$ cat config.mk
export PLATFORM = sky130hd
export DESIGN_NAME = rx_receiver
export DESIGN_NICKNAME = d
export VERILOG_FILES = /design/src/rtl/rx_pkg.sv /design/src/rtl/rx_crc8_serial.sv /design/src/rtl/rx_receiver.sv
export SDC_FILE = /design/constraint.sdc
export NUM_CORES = 1
export LEC_CHECK = 0
export ABC_AREA = 0
export CORE_ASPECT_RATIO = 0.5
export CORE_UTILIZATION = 43
export CTS_CLUSTER_SIZE = 16
export DETAILED_ROUTE_END_ITERATION = 10
export PLACE_DENSITY = 0.65
export SETUP_SLACK_MARGIN = 0.5
export SYNTH_ARGS = -nofsm -noshare
export SYNTH_HDL_FRONTEND = slang
export SYNTH_SLANG_ARGS = --single-unit
$ cat constraint.sdc
create_clock -name clk -period 20.6 [get_ports clk]
set_input_delay 2.06 -clock clk [delete_from_list [all_inputs] [get_ports clk]]
set_output_delay 2.06 -clock clk [all_outputs]
set_load 0.005 [all_outputs]
$ cat src/rtl/rx_pkg.sv
// Shared constants and FSM state type for the serial packet receiver.
package rx_pkg;
    localparam int PKT_W = 136;
    localparam int CRC_W = 8;
    localparam logic [CRC_W-1:0] CRC_POLY = 8'h07;
    localparam logic [CRC_W-1:0] CRC_INIT = 8'h00;

    typedef enum logic [2:0] {IDLE, START, DATA, STOP, DONE} rx_state_t;
endpackage

$ cat src/rtl/rx_crc8_serial.sv
// Bit-serial CRC-8 (poly 0x07, init 0x00, no final XOR); clr wins over en.
module rx_crc8_serial
    import rx_pkg::*;
(
    input  logic             clk,
    input  logic             rst,
    input  logic             clr,
    input  logic             en,
    input  logic             bit_in,
    output logic [CRC_W-1:0] crc
);
    logic fb;

    assign fb = crc[CRC_W-1] ^ bit_in;

    always_ff @(posedge clk or posedge rst) begin
        if (rst) begin
            crc <= CRC_INIT;
        end else if (clr) begin
            crc <= CRC_INIT;
        end else if (en) begin
            crc <= {crc[CRC_W-2:0], 1'b0} ^ (fb ? CRC_POLY : '0);
        end
    end
endmodule

$ cat src/rtl/rx_receiver.sv
// UART-style packet receiver: start bit, PKT_W data bits MSB first, stop bit, CRC-8 check.
// Define RX_ERR_CNT_EN to add saturating CRC/framing error counters.
module rx_receiver
    import rx_pkg::*;
#(
    parameter int BIT_CYCLES = 5208
) (
    input  logic             clk,
    input  logic             rst,
    input  logic             rx_line,
    output logic [PKT_W-1:0] rx_packet,
    output logic             rx_valid,
    output logic             crc_ok,
    output logic             frame_err,
    output logic             rx_busy
`ifdef RX_ERR_CNT_EN
    ,
    output logic [7:0]       crc_err_cnt,
    output logic [7:0]       frm_err_cnt
`endif
);
    localparam int TMR_W = $clog2(BIT_CYCLES);
    localparam int CNT_W = $clog2(PKT_W + 1);
    localparam logic [TMR_W-1:0] HALF_LAST = TMR_W'(BIT_CYCLES / 2 - 1);
    localparam logic [TMR_W-1:0] BIT_LAST  = TMR_W'(BIT_CYCLES - 1);
    localparam logic [CNT_W-1:0] LAST_IDX  = CNT_W'(PKT_W - 1);

    rx_state_t        state;
    logic             sync1, s_line, s_prev;
    logic [TMR_W-1:0] timer;
    logic [CNT_W-1:0] bit_cnt;
    logic [PKT_W-1:0] shreg;
    logic             stop_bit;
    logic [CRC_W-1:0] crc;
    logic             fall, bit_hit, crc_clr, crc_en;

    always_ff @(posedge clk or posedge rst) begin
        if (rst) begin
            sync1  <= 1'b1;
            s_line <= 1'b1;
            s_prev <= 1'b1;
        end else begin
            sync1  <= rx_line;
            s_line <= sync1;
            s_prev <= s_line;
        end
    end

    assign fall    = s_prev & ~s_line;
    assign bit_hit = (timer == BIT_LAST);
    assign crc_clr = (state == START) && (timer == HALF_LAST) && !s_line;
    assign crc_en  = (state == DATA) && bit_hit;

    rx_crc8_serial u_crc (
        .clk    (clk),
        .rst    (rst),
        .clr    (crc_clr),
        .en     (crc_en),
        .bit_in (s_line),
        .crc    (crc)
    );

    // After the half-bit START wait, a full-bit period lands every sample at mid-bit.
    always_ff @(posedge clk or posedge rst) begin
        if (rst) begin
            state     <= IDLE;
            timer     <= '0;
            bit_cnt   <= '0;
            shreg     <= '0;
            stop_bit  <= 1'b1;
            rx_packet <= '0;
            rx_valid  <= 1'b0;
            crc_ok    <= 1'b0;
            frame_err <= 1'b0;
            rx_busy   <= 1'b0;
        end else begin
            rx_valid <= 1'b0;
            case (state)
                IDLE: begin
                    if (fall) begin
                        timer   <= '0;
                        rx_busy <= 1'b1;
                        state   <= START;
                    end
                end
                START: begin
                    if (timer == HALF_LAST) begin
                        if (s_line) begin
                            rx_busy <= 1'b0;
                            state   <= IDLE;
                        end else begin
                            timer   <= '0;
                            bit_cnt <= '0;
                            state   <= DATA;
                        end
                    end else begin
                        timer <= timer + TMR_W'(1);
                    end
                end
                DATA: begin
                    if (bit_hit) begin
                        timer   <= '0;
                        shreg   <= {shreg[PKT_W-2:0], s_line};
                        bit_cnt <= bit_cnt + CNT_W'(1);
                        if (bit_cnt == LAST_IDX) state <= STOP;
                    end else begin
                        timer <= timer + TMR_W'(1);
                    end
                end
                STOP: begin
                    if (bit_hit) begin
                        timer    <= '0;
                        stop_bit <= s_line;
                        state    <= DONE;
                    end else begin
                        timer <= timer + TMR_W'(1);
                    end
                end
                DONE: begin
                    rx_packet <= shreg;
                    rx_valid  <= 1'b1;
                    crc_ok    <= (crc == '0);
                    frame_err <= ~stop_bit;
                    rx_busy   <= 1'b0;
                    state     <= IDLE;
                end
                default: state <= IDLE;
            endcase
        end
    end

`ifdef RX_ERR_CNT_EN
    always_ff @(posedge clk or posedge rst) begin
        if (rst) begin
            crc_err_cnt <= '0;
            frm_err_cnt <= '0;
        end else if (state == DONE) begin
            if ((crc != '0) && (crc_err_cnt != 8'hFF)) crc_err_cnt <= crc_err_cnt + 8'd1;
            if (!stop_bit && (frm_err_cnt != 8'hFF)) frm_err_cnt <= frm_err_cnt + 8'd1;
        end
    end
`endif
endmodule

==> Yosys cells after proc, flatten, opt, wreduce, memory -nomap -nowiden <==
Cells that the tools add are included.
{ "op_classes": {"add_sub_neg": 2, "mul": 0, "div_mod_pow": 0, "order_cmp": 0, "eq_ne": 15, "shift": 0, "mux": 24, "bitwise": 5, "n_reduce_logical": 17} }
{ "op_table": {"columns": ["cell", "n"], "rows": [
  ["2-to-1 mux 13 bit", 4],
  ["2-to-1 mux 8 bit", 5],
  ["one-hot mux 13 bit (3 select lines)", 1],
  ["2-to-1 mux 3 bit", 6],
  ["one-hot mux 8 bit (2 select lines)", 1],
  ["adder 13 x 1 -> 13 bit (second input constant)", 1],
  ["== test 13 x 12 -> 1 bit (second input constant)", 1],
  ["== test 13 bit (second input constant)", 1],
  ["one-hot mux 3 bit (4 select lines)", 1],
  ["inequality test 2 bit (second input constant)", 5],
  ["adder 8 x 1 -> 8 bit (second input constant)", 1],
  ["== test 8 bit (second input constant)", 1],
  ["logical NOT 8 bit", 1],
  ["AND reduction 4 bit", 2],
  ["bitwise XOR 8 bit", 1],
  ["== test 3 x 2 -> 1 bit (second input constant)", 2],
  ["nonzero test 3 bit", 2],
  ["AND reduction 5 bit", 1],
  ["2-to-1 mux 1 bit", 4],
  ["inequality test 2 x 1 -> 1 bit (second input constant)", 2],
  ["AND reduction 2 bit", 2],
  ["nonzero test 2 bit", 2],
  ["== test 3 x 1 -> 1 bit (second input constant)", 1],
  ["== test 3 bit (second input constant)", 1],
  ["11 further kinds", 14]
]} }
{ "word_totals": {"register_bits": 312, "latch_bits": 0, "mem_bits_rw": 0, "romBits": 0, "inputBits": 3, "output_inout_bits": 140, "mem_count": 0} }

==> Logic depth before layout (Yosys ltp) <==
Gate-level depths: netlist of the first run.
{ "logic_depth": {"word_depth": 5, "ltp_mapped": 9, "ltp_nobuf": 6} }

==> Hierarchy <==
A second synthesis of the first run with hierarchy kept.
{ "hier_totals": {"cells_unflattened": 1382, "area_unflattened_um2": 12513.3} }
{ "modules_own_cells": {"columns": ["mod", "instances", "cells_per_inst", "area_each_um2", "seq_area_each_um2"], "rows": [
  ["rx_receiver", 1, 1349, 12136.6, 7612.3],
  ["rx_crc8_serial", 1, 33, 376.6, 200.2]
]} }

==> Least setup slack after synthesis of the first run <==
No wires, ideal clock.
{ "synth_path": {"path_kind": "flip-flop to output port", "from": "register rx_busy", "to": "output rx_busy", "t_arrival_ns": 0.373, "required_time_ns": 18.540, "setup_slack_ns": 18.167, "stages_incl_launch_ff": 1, "path_buffers": 0, "cell_sequence": "dfrtp_1"} }
{ "synth_rtl": {"columns": ["element", "line", "source"], "rows": [
  ["from (decl)", "rx_receiver.sv:15", "output logic rx_busy"],
  ["from (signal assigned)", "rx_receiver.sv:75", "rx_busy <= 1'b0;"],
  ["from (signal assigned)", "rx_receiver.sv:82", "rx_busy <= 1'b1;"],
  ["from (signal assigned)", "rx_receiver.sv:89", "rx_busy <= 1'b0;"]
]} }
No word-level cell between the ends.

==> results.py, run 1 <==
metrics = {
    "timing": {
        "tns_ns": 0,
        "finalHoldViolations": 0,
        "clock.fmax_mhz": 263,
        "min_period_ns": 3.80,
        "hold_slack_ns": 0.358,
        "min_period_over_period_pct": 18.4,
        "worst_pin_slew_ns": 1.07,
        "clock_skew_ns": 0.0211,
        "setup_viol_count_final": 0,
        "slew_viol_final": 0,
        "rsz0062_at_grt": "false",
        "slew_headroom_pct": 28.7,
    },
    "setup_path": {
        "endpoint_kind": "asynchronous set/reset pin",
        "cp_data_arrival_time_ns": 4.31,
        "regToRegSetupSlack_ns": 17.46,
        "crit_type": "input pin to asynchronous set/reset pin",
        "worstSetupStartpointType": "input pin",
        "path_max_fanout": 156,
        "required_ns": 21.11,
    },
    "synth": {
        "yosysUniqueCellTypes": 47,
        "netlist_area_um2": 12100,
        "synth_nets": 1354,
        "synth-main-ff-cell": "dfrtp_1",
        "netlist_instances": 1349,
        "synth-edff-count": 0,
        "syn_area_per_cell_um2": 9.00,
        "async_flop_share_pct": 100,
        "ys_seq_area_share_pct": 64.4,
        "yosys.area.top_type_share_pct": 63.5,
        "synth_top_area_cell": "dfrtp_1",
        "yosys-top-cells-area": "dfrtp_1 (63%), nand2_1 (26%), clkbuf_1 (1.6%)",
        "ys_seq_elements": 312,
        "ys_warn_count": 0,
    },
    "cts": {
        "holdBufCountCts": 0,
        "cts_buffers": 28,
        "post_cts_buffers": 0,
        "cts_resized": 0,
        "cts_sinks": 312,
        "clockBufferDepth": 3,
        "cts_htree_levels": 1,
        "clock_latency_ns": 0.55,
        "cts_tree": "yes",
        "cts_root_buf": "clkbuf_16",
        "clkTransAtPathRegs_ns": 0.06,
    },
    "finish": {
        "drive_above_1_share_pct": 4.59,
        "final_cell_area_um2": 14800,
        "area_growth_pct": 21.6,
        "nets": 1466,
        "diodes": 0,
        "finalNonFillerCells": 1865,
    },
    "placed_design": {
        "portBuffers": 142,
        "gp_congestion": 0.773,
        "hpwl_um": 15400,
        "place_inst": 1813,
        "dpl_cell_area_um2": 13800,
    },
    "global_routing": {
        "grt_pass1_vias": 8711,
        "top_usage_layer": "met2",
        "overflow": 0,
        "grt_max_degree": 157,
        "grt_util_met1_pct": 24.8,
        "gr-usage-met3_pct": 2.85,
        "gr-usage-all-layers_pct": 17.7,
        "use_met2_pct": 29.3,
        "grt_pass1_wl_um": 42400,
        "antenna_found_initial": 0,
    },
    "floorplanning": {
        "die_area_um2": 28900,
        "core_area_um2": 27700,
        "initial_utilization_pct": 43.8,
        "die_y_um": 121,
        "pin_count": 143,
        "die_w_um": 240,
        "rows": 43,
    },
    "route": {
        "dr.pass1.iters": 5,
        "wl_per_cell_um": 13.3,
        "via_count": 8952,
        "wl_um": 24800,
        "drtIter0Drc": 794,
        "drt.antenna.violating_nets": 0,
        "drc_errors": 0,
        "avgViaCountPerCell": 4.80,
    },
    "flow_run": {
        "maxCapViolCount": 0,
    },
    "power": {
        "power-per-cell-area_nw_per_um2": 82.0,
        "p_leak_nw": 7.93,
        "peakVddDrop_v": 0.0000568,
    },
    "min_path": {
        "hold_class": "register to register",
    },
    "outcome": {
        "status": "finished clean",
    },
}
registers in the layout, summed over array words and instances, names as in the netlist, 3 cells and up:
| signal | flops |
|---|---|
| rx_packet | 136 |
| shreg | 136 |
| timer | 13 |
| bit_cnt | 8 |
| u_crc.crc | 8 |
| state | 3 |
layout make-up:
class / instances / area, µm²
flip-flops and latches: 312 / 7810
well taps: 382 / 478
inverters: 6 / 32.5
clock buffers: 45 / 866
fillers: 2493 / 12900
clock inverters: 7 / 66.3
multi-input cells: 963 / 4030
repair buffers: 150 / 1480
metal layers:
metal,wire length (µm),vias up,part of all wire [%]
li1,-,4408,-
met1,11700,4357,47
met2,11900,157,48
met3,911,30,3.7
met4,336,0,1.4
met5,0,-,0
where the power goes:
part / leakage [nW] / internal, mW / switching, mW
Clock: 0.458 / 0.300 / 0.225
Sequential: 4.34 / 0.618 / 0.00828
Combinational: 3.14 / 0.0188 / 0.0407
Yosys cell counts, types with 5 or more instances:
cell type  number
a21oi_1         7
a22o_1          9
a31oi_1         8
and3_1          9
buf_2          11
clkbuf_1       53
dfrtp_1       308
inv_1           6
nand2_1       834
nand3_1         8
nor2_1         13
nor3_1          5
o21ai_0        17
worst max-delay path, cell delays in order:
cell and delay [ns]:
clkdlybuf4s50_1 0.49, inv_8 0.70, buf_4 0.91
placed cells by master, fill, tap and decap left out, drive strengths merged, types with 5 or more instances in the layout:
master,count
nand2,834
dfrtp,308
clkdlybuf4s50,142
clkbuf,45
o21ai,18
nor2,14
and3,9
a22o,9
nand3,8
a31oi,8
buf,8
a21oi,7
nor4,7
inv,6
nor3,5
clkinv,5
kinds of logic after synthesis:
group,synth area share [%]
buffers and inverters,2.59
AO/OA/AOI/OAI,2.83
XOR/XNOR,0.505
multiplexers,0.0928
AND/OR/NAND/NOR,29.4
flip-flops,64.4
adder cells (fa/ha/maj),0.206
worst paths after layout:
check / from / endpoint / cells past startpoint
worst max-delay path: rst / shreg[3]$_DFFE_PP0P_ / 3
worst min register to register: sync1$_DFF_PP1_ / s_line$_DFF_PP1_ / 0
min in group asynchronous: rst / rx_packet[57]$_DFFE_PP0P_ / 2
worst min-delay path: sync1$_DFF_PP1_ / s_line$_DFF_PP1_ / 0
worst max register to register: state[1]$_DFFE_PP0P_ / crc_ok$_DFFE_PP0P_ / 6
max in group clk: rx_busy$_DFFE_PP0P_ / rx_busy / 1
metrics by stage:
step / util, % / setup WS (ns) / power (mW)
detailed placement: 49.9 / 16.10 / 0.698
finish: 53.3 / 16.80 / 1.21
global route: 53.3 / 16.42 / 1.26
floorplan: - / 9.92 / 0.685
CTS: 53.3 / 16.68 / 1.23
global placement: 49.9 / 16.16 / 0.696
(Power assumes the default switching activity.)
==> inputs of run 2 (changes only) <==
Settings changed: PLACE_DENSITY 0.65 to 0.67.
Clock period 20.6 ns to 3.3 ns, I/O delays scaled along.
==> results.py, run 2 (same netlist as run 1, synthesis figures left out) <==
metrics = {
    "outcome": {
        "status": "finished clean",
    },
    "power": {
        "swShare_pct": 22.3,
        "p_switching_mw": 1.71,
        "seqPwrFrac_pct": 51.1,
        "p_int_mw": 5.95,
        "p_comb_share_pct": 5.3,
        "p_leak_nw": 8.01,
        "p_clk_share_pct": 43.7,
        "peakVddDrop_v": 0.000380,
        "power-per-cell-area_nw_per_um2": 513,
    },
    "finish": {
        "final_cell_area_um2": 14900,
        "seq_area_um2": 7810,
        "final_cell_mix": "nand2_1 (833), dfrtp_1 (308), clkdlybuf4s50_1 (142)",
        "area_growth_pct": 23.0,
        "final_common_cell": "nand2_1",
        "finalNonFillerCells": 1874,
        "fillers": 2482,
        "diodes": 0,
        "top_regs": "rx_packet x136, shreg x136, timer x13",
        "drive_above_1_share_pct": 4.96,
        "nets": 1477,
        "multiInputGateArea_um2": 4030,
    },
    "setup_path": {
        "path_max_fanout": 105,
        "worstPathCellList": "or3b_1 > or4_4 > buf_12 > nand2_1 > nand2_1",
        "cp_data_arrival_time_ns": 3.02,
        "worstSetupStartpointType": "register",
        "r2r-start": "state[2]$_DFFE_PP0P_",
        "critPathBufInv": 1,
        "path_delay_family": "simple AND/OR/NAND/NOR gates",
        "required_ns": 3.72,
        "cpMaxStageDelayCell": "or4_4",
        "cp-startpoint": "state[2]$_DFFE_PP0P_",
        "reg2reg_depth": 5,
        "crit_path_frequent_cell": "nand2_1",
        "crit_type": "register to register",
        "slowest_delay_ns": 0.83,
        "critical_path_depth": 5,
        "r2r-end": "shreg[65]$_DFFE_PP0P_",
        "endpoint_kind": "register",
        "regToRegSetupSlack_ns": 0.71,
        "crit_end": "shreg[65]$_DFFE_PP0P_",
    },
    "route": {
        "wl_um": 25600,
        "wl_per_cell_um": 13.7,
        "drt.antenna.violating_nets": 0,
        "avgViaCountPerCell": 4.83,
        "dr.pass1.iters": 5,
        "via_count": 9047,
        "drc_errors": 0,
        "drtIter0Drc": 861,
    },
    "cts": {
        "post_cts_buffers": 0,
        "cts_htree_levels": 1,
        "cts_sinks": 312,
        "clock_latency_ns": 0.54,
        "cts_root_buf": "clkbuf_16",
        "cts_buffers": 29,
        "cts_resized": 0,
        "cts_tree": "yes",
        "clockBufferDepth": 3,
        "holdBufCountCts": 0,
        "clkTransAtPathRegs_ns": 0.06,
    },
    "global_routing": {
        "gr-usage-all-layers_pct": 18.1,
        "gr-usage-met3_pct": 3.13,
        "antenna_found_initial": 0,
        "grt_util_met1_pct": 24.8,
        "grt_pass1_wl_um": 43100,
        "top_usage_layer": "met2",
        "overflow": 0,
        "grt_pass1_vias": 8857,
        "use_met2_pct": 30.3,
        "grt_max_degree": 119,
    },
    "floorplanning": {
        "die_y_um": 121,
        "die_w_um": 240,
        "initial_utilization_pct": 43.8,
        "die_area_um2": 28900,
        "core_area_um2": 27700,
        "rows": 43,
        "pin_count": 143,
    },
    "timing": {
        "worst_pin_slew_ns": 1.04,
        "slew_viol_final": 0,
        "hold_slack_ns": 0.207,
        "setup_viol_count_final": 0,
        "rsz0062_at_grt": "false",
        "slew_headroom_pct": 31.0,
        "clock.fmax_mhz": 386,
        "finalHoldViolations": 0,
        "min_period_ns": 2.59,
        "min_period_over_period_pct": 78.6,
        "clock_skew_ns": 0.0117,
    },
    "placed_design": {
        "portBuffers": 142,
        "gp_congestion": 0.761,
        "dpl_cell_area_um2": 14000,
        "place_inst": 1823,
        "hpwl_um": 16600,
    },
    "min_path": {
        "min_from": "rx_line",
        "hold_class": "input pin to register",
    },
    "flow_run": {
        "maxCapViolCount": 0,
    },
}
run 2: stage by stage:
stage	total power, mW	util (%)	setup WS, ns	setup TNS (ns)
2_1_floorplan	4.28	-	-1.18	-364.20
6_report	7.66	53.9	0.707	0
4_1_cts	7.74	53.9	0.721	0
3_3_place_gp	4.36	50.5	0.769	0
3_5_place_dp	4.39	50.5	0.736	0
5_1_grt	7.94	53.9	0.585	0
run 2: power groups by stage:
stage | Combinational (mW) | Clock, mW | Sequential (mW)
final | 0.403 | 3.34 | 3.91
after global routing | 0.451 | 3.57 | 3.92
after CTS | 0.407 | 3.42 | 3.91
after detailed placement | 0.406 | 0 | 3.98
after global placement | 0.385 | 0 | 3.98
after floorplan | 0.320 | 0 | 3.96
run 2: per-layer routing:
| metal | part of all wire, % | wire length (µm) |
|---|---|---|
| met5 | 0 | 0 |
| met1 | 47 | 12100 |
| met4 | 1.5 | 374 |
| met2 | 48 | 12400 |
| met3 | 3.1 | 796 |
run 2: area by class of cell:
class / count / share of cell area (%)
Clock buffer: 45 / 5.60
Clock inverter: 6 / 0.704
Inverter: 6 / 0.193
Multi-Input combinational cell: 963 / 27.0
Sequential cell: 312 / 52.3
Tap cell: 382 / 3.20
Timing Repair Buffer: 160 / 11.0
run 2: worst min path at each step:
stage                                   to  slack (ns)  cells past startpoint
after global placement    s_line$_DFF_PP1_        0.35                      0
after global routing       sync1$_DFF_PP1_        0.19                      1
after floorplan            sync1$_DFF_PP1_        0.33                      0
after CTS                  sync1$_DFF_PP1_        0.19                      1
after detailed placement  s_line$_DFF_PP1_        0.35                      0
final                      sync1$_DFF_PP1_        0.21                      1
==> inputs of run 3 (changes only) <==
Clock period 3.3 ns to 2.11 ns, I/O delays scaled along.
==> results.py, run 3 (same netlist as run 1, synthesis figures left out) <==
metrics = {
    "floorplanning": {
        "core_area_um2": 27700,
        "die_y_um": 121,
        "die_area_um2": 28900,
        "initial_utilization_pct": 43.8,
        "rows": 43,
        "pin_count": 143,
        "die_w_um": 240,
    },
    "setup_path": {
        "crit_type": "register to register",
        "required_ns": 2.55,
        "path_max_fanout": 7,
        "endpoint_kind": "register",
        "worstSetupStartpointType": "register",
        "cp_data_arrival_time_ns": 2.51,
    },
    "finish": {
        "final_common_cell": "nand2_1",
        "diodes": 0,
        "finalNonFillerCells": 1957,
        "nets": 1557,
        "final_cell_mix": "nand2_1 (817), dfrtp_1 (308), clkdlybuf4s50_1 (142)",
        "area_growth_pct": 34.9,
        "fin_util_pct": 59.1,
        "drive_above_1_share_pct": 13.3,
        "top_regs": "rx_packet x136, shreg x136, timer x13",
        "fillers": 2322,
    },
    "cts": {
        "clockBufferDepth": 3,
        "cts_buffers": 29,
        "cts_sinks": 312,
        "holdBufCountCts": 0,
        "clock_latency_ns": 0.56,
        "cts_root_buf": "clkbuf_16",
        "cts_htree_levels": 1,
        "cts_tree": "yes",
        "clkTransAtPathRegs_ns": 0.07,
    },
    "power": {
        "swShare_pct": 23.5,
        "p_leak_nw": 8.68,
        "p_switching_mw": 2.98,
        "p_int_mw": 9.71,
        "peakVddDrop_v": 0.000625,
        "power-per-cell-area_nw_per_um2": 775,
        "p_comb_share_pct": 9.5,
        "p_clk_share_pct": 42.6,
        "seqPwrFrac_pct": 47.9,
    },
    "timing": {
        "min_period_over_period_pct": 98.3,
        "finalHoldViolations": 0,
        "min_period_ns": 2.07,
        "rsz0062_at_grt": "true",
        "slew_headroom_pct": 61.1,
        "tns_ns": 0,
        "setup_viol_count_final": 0,
        "hold_slack_ns": 0.0649,
        "setup_ws_ns": 0.0368,
        "clock.fmax_mhz": 482,
        "clock_skew_ns": 0.0222,
        "slew_viol_final": 0,
        "worst_pin_slew_ns": 0.584,
    },
    "global_routing": {
        "grt_pass1_wl_um": 45700,
        "grt_pass1_vias": 9527,
        "gr-usage-all-layers_pct": 19.2,
        "grt_max_degree": 86,
        "overflow": 0,
        "antenna_found_initial": 0,
    },
    "outcome": {
        "status": "finished clean",
    },
    "route": {
        "via_count": 9671,
        "dr.pass1.iters": 5,
        "avgViaCountPerCell": 4.94,
        "drtIter0Drc": 620,
        "wl_um": 29000,
        "drc_errors": 0,
        "drt.antenna.violating_nets": 0,
        "wl_per_cell_um": 14.8,
    },
    "placed_design": {
        "place_ws_ns": -0.0495,
        "hpwl_um": 17000,
        "place_inst": 1853,
        "gp_congestion": 0.807,
        "portBuffers": 142,
    },
    "min_path": {
        "hold_class": "input pin to asynchronous set/reset pin",
    },
    "flow_run": {
        "maxCapViolCount": 0,
    },
}
==> run 3: changes by cell type in the layout (fill, tap and decap cells not counted), moves of 13 or more <==
cell,change
buf_6,+14
o21ai_0,-16
nand2_1,-16
buf_12,+14
nand2_2,+13
buf_4,+32
==> run 3: power groups by stage <==
stage | Clock (mW) | Sequential, mW | Combinational [mW]
6_report | 5.40 | 6.08 | 1.21
5_1_grt | 5.80 | 6.08 | 1.31
4_1_cts | 5.53 | 6.07 | 1.17
3_5_place_dp | 0 | 6.20 | 0.879
3_3_place_gp | 0 | 6.19 | 0.849
2_1_floorplan | 0 | 6.20 | 0.672
==> run 3: timing repair <==
action	in CTS	in global routing
pin swaps	14	7
cloned	6	15
buffers inserted	22	7
endpoints found under the setup margin	408	449
resized for setup	33	36
==> run 3: path summary, 6_finish.rpt <==
| path | start | endpoint | slack, ns | cells after the start |
|---|---|---|---|---|
| min reg2reg | sync1$_DFF_PP1_ | s_line$_DFF_PP1_ | 0.36 | 0 |
| max | timer[1]$_DFFE_PP0P_ | bit_cnt[6]$_DFFE_PP0P_ | 0.04 | 8 |
| min | rst | rx_packet[131]$_DFFE_PP0P_ | 0.06 | 2 |
| max in group asynchronous | rst | s_line$_DFF_PP1_ | 1.38 | 3 |
| min in group clk | rx_line | sync1$_DFF_PP1_ | 0.08 | 1 |
| max reg2reg | timer[1]$_DFFE_PP0P_ | bit_cnt[6]$_DFFE_PP0P_ | 0.04 | 8 |
==> run 3: per-stage QoR <==
| stage | power [mW] | instance area [µm²] |
|---|---|---|
| 2_1_floorplan | 6.87 | 12500 |
| 3_3_place_gp | 7.04 | 14500 |
| 3_5_place_dp | 7.07 | 14500 |
| 4_1_cts | 12.8 | 15900 |
| 5_1_grt | 13.2 | 16400 |
| 6_report | 12.7 | 16400 |
==> run 3: layer usage <==
metal,GRT usage (%),up-vias,share of wire (%)
met1,25.9,4824,46
met5,0,-,0
li1,-,4619,-
met3,3.38,42,4.1
met4,4.97,0,1.5
met2,32.4,186,48
==> run 3: critical path, cell delays in order, from the launching register on <==
cell	delay, ns
dfrtp_1	0.40
ha_4	0.18
nand4b_1	0.15
buf_4	0.19
or4_4	0.51
buf_12	0.18
nor4_4	0.15
xnor2_1	0.17
nor2_2	0.05
==> run 3: area by class of cell <==
type,instances,area [µm²],area share (%)
Inverter,6,28.8,0.176
Sequential cell,312,7810,47.7
Tap cell,382,478,2.92
Multi-Input combinational cell,966,4320,26.4
Timing Repair Buffer,237,2740,16.7
Clock inverter,15,159,0.970
Clock buffer,39,833,5.09
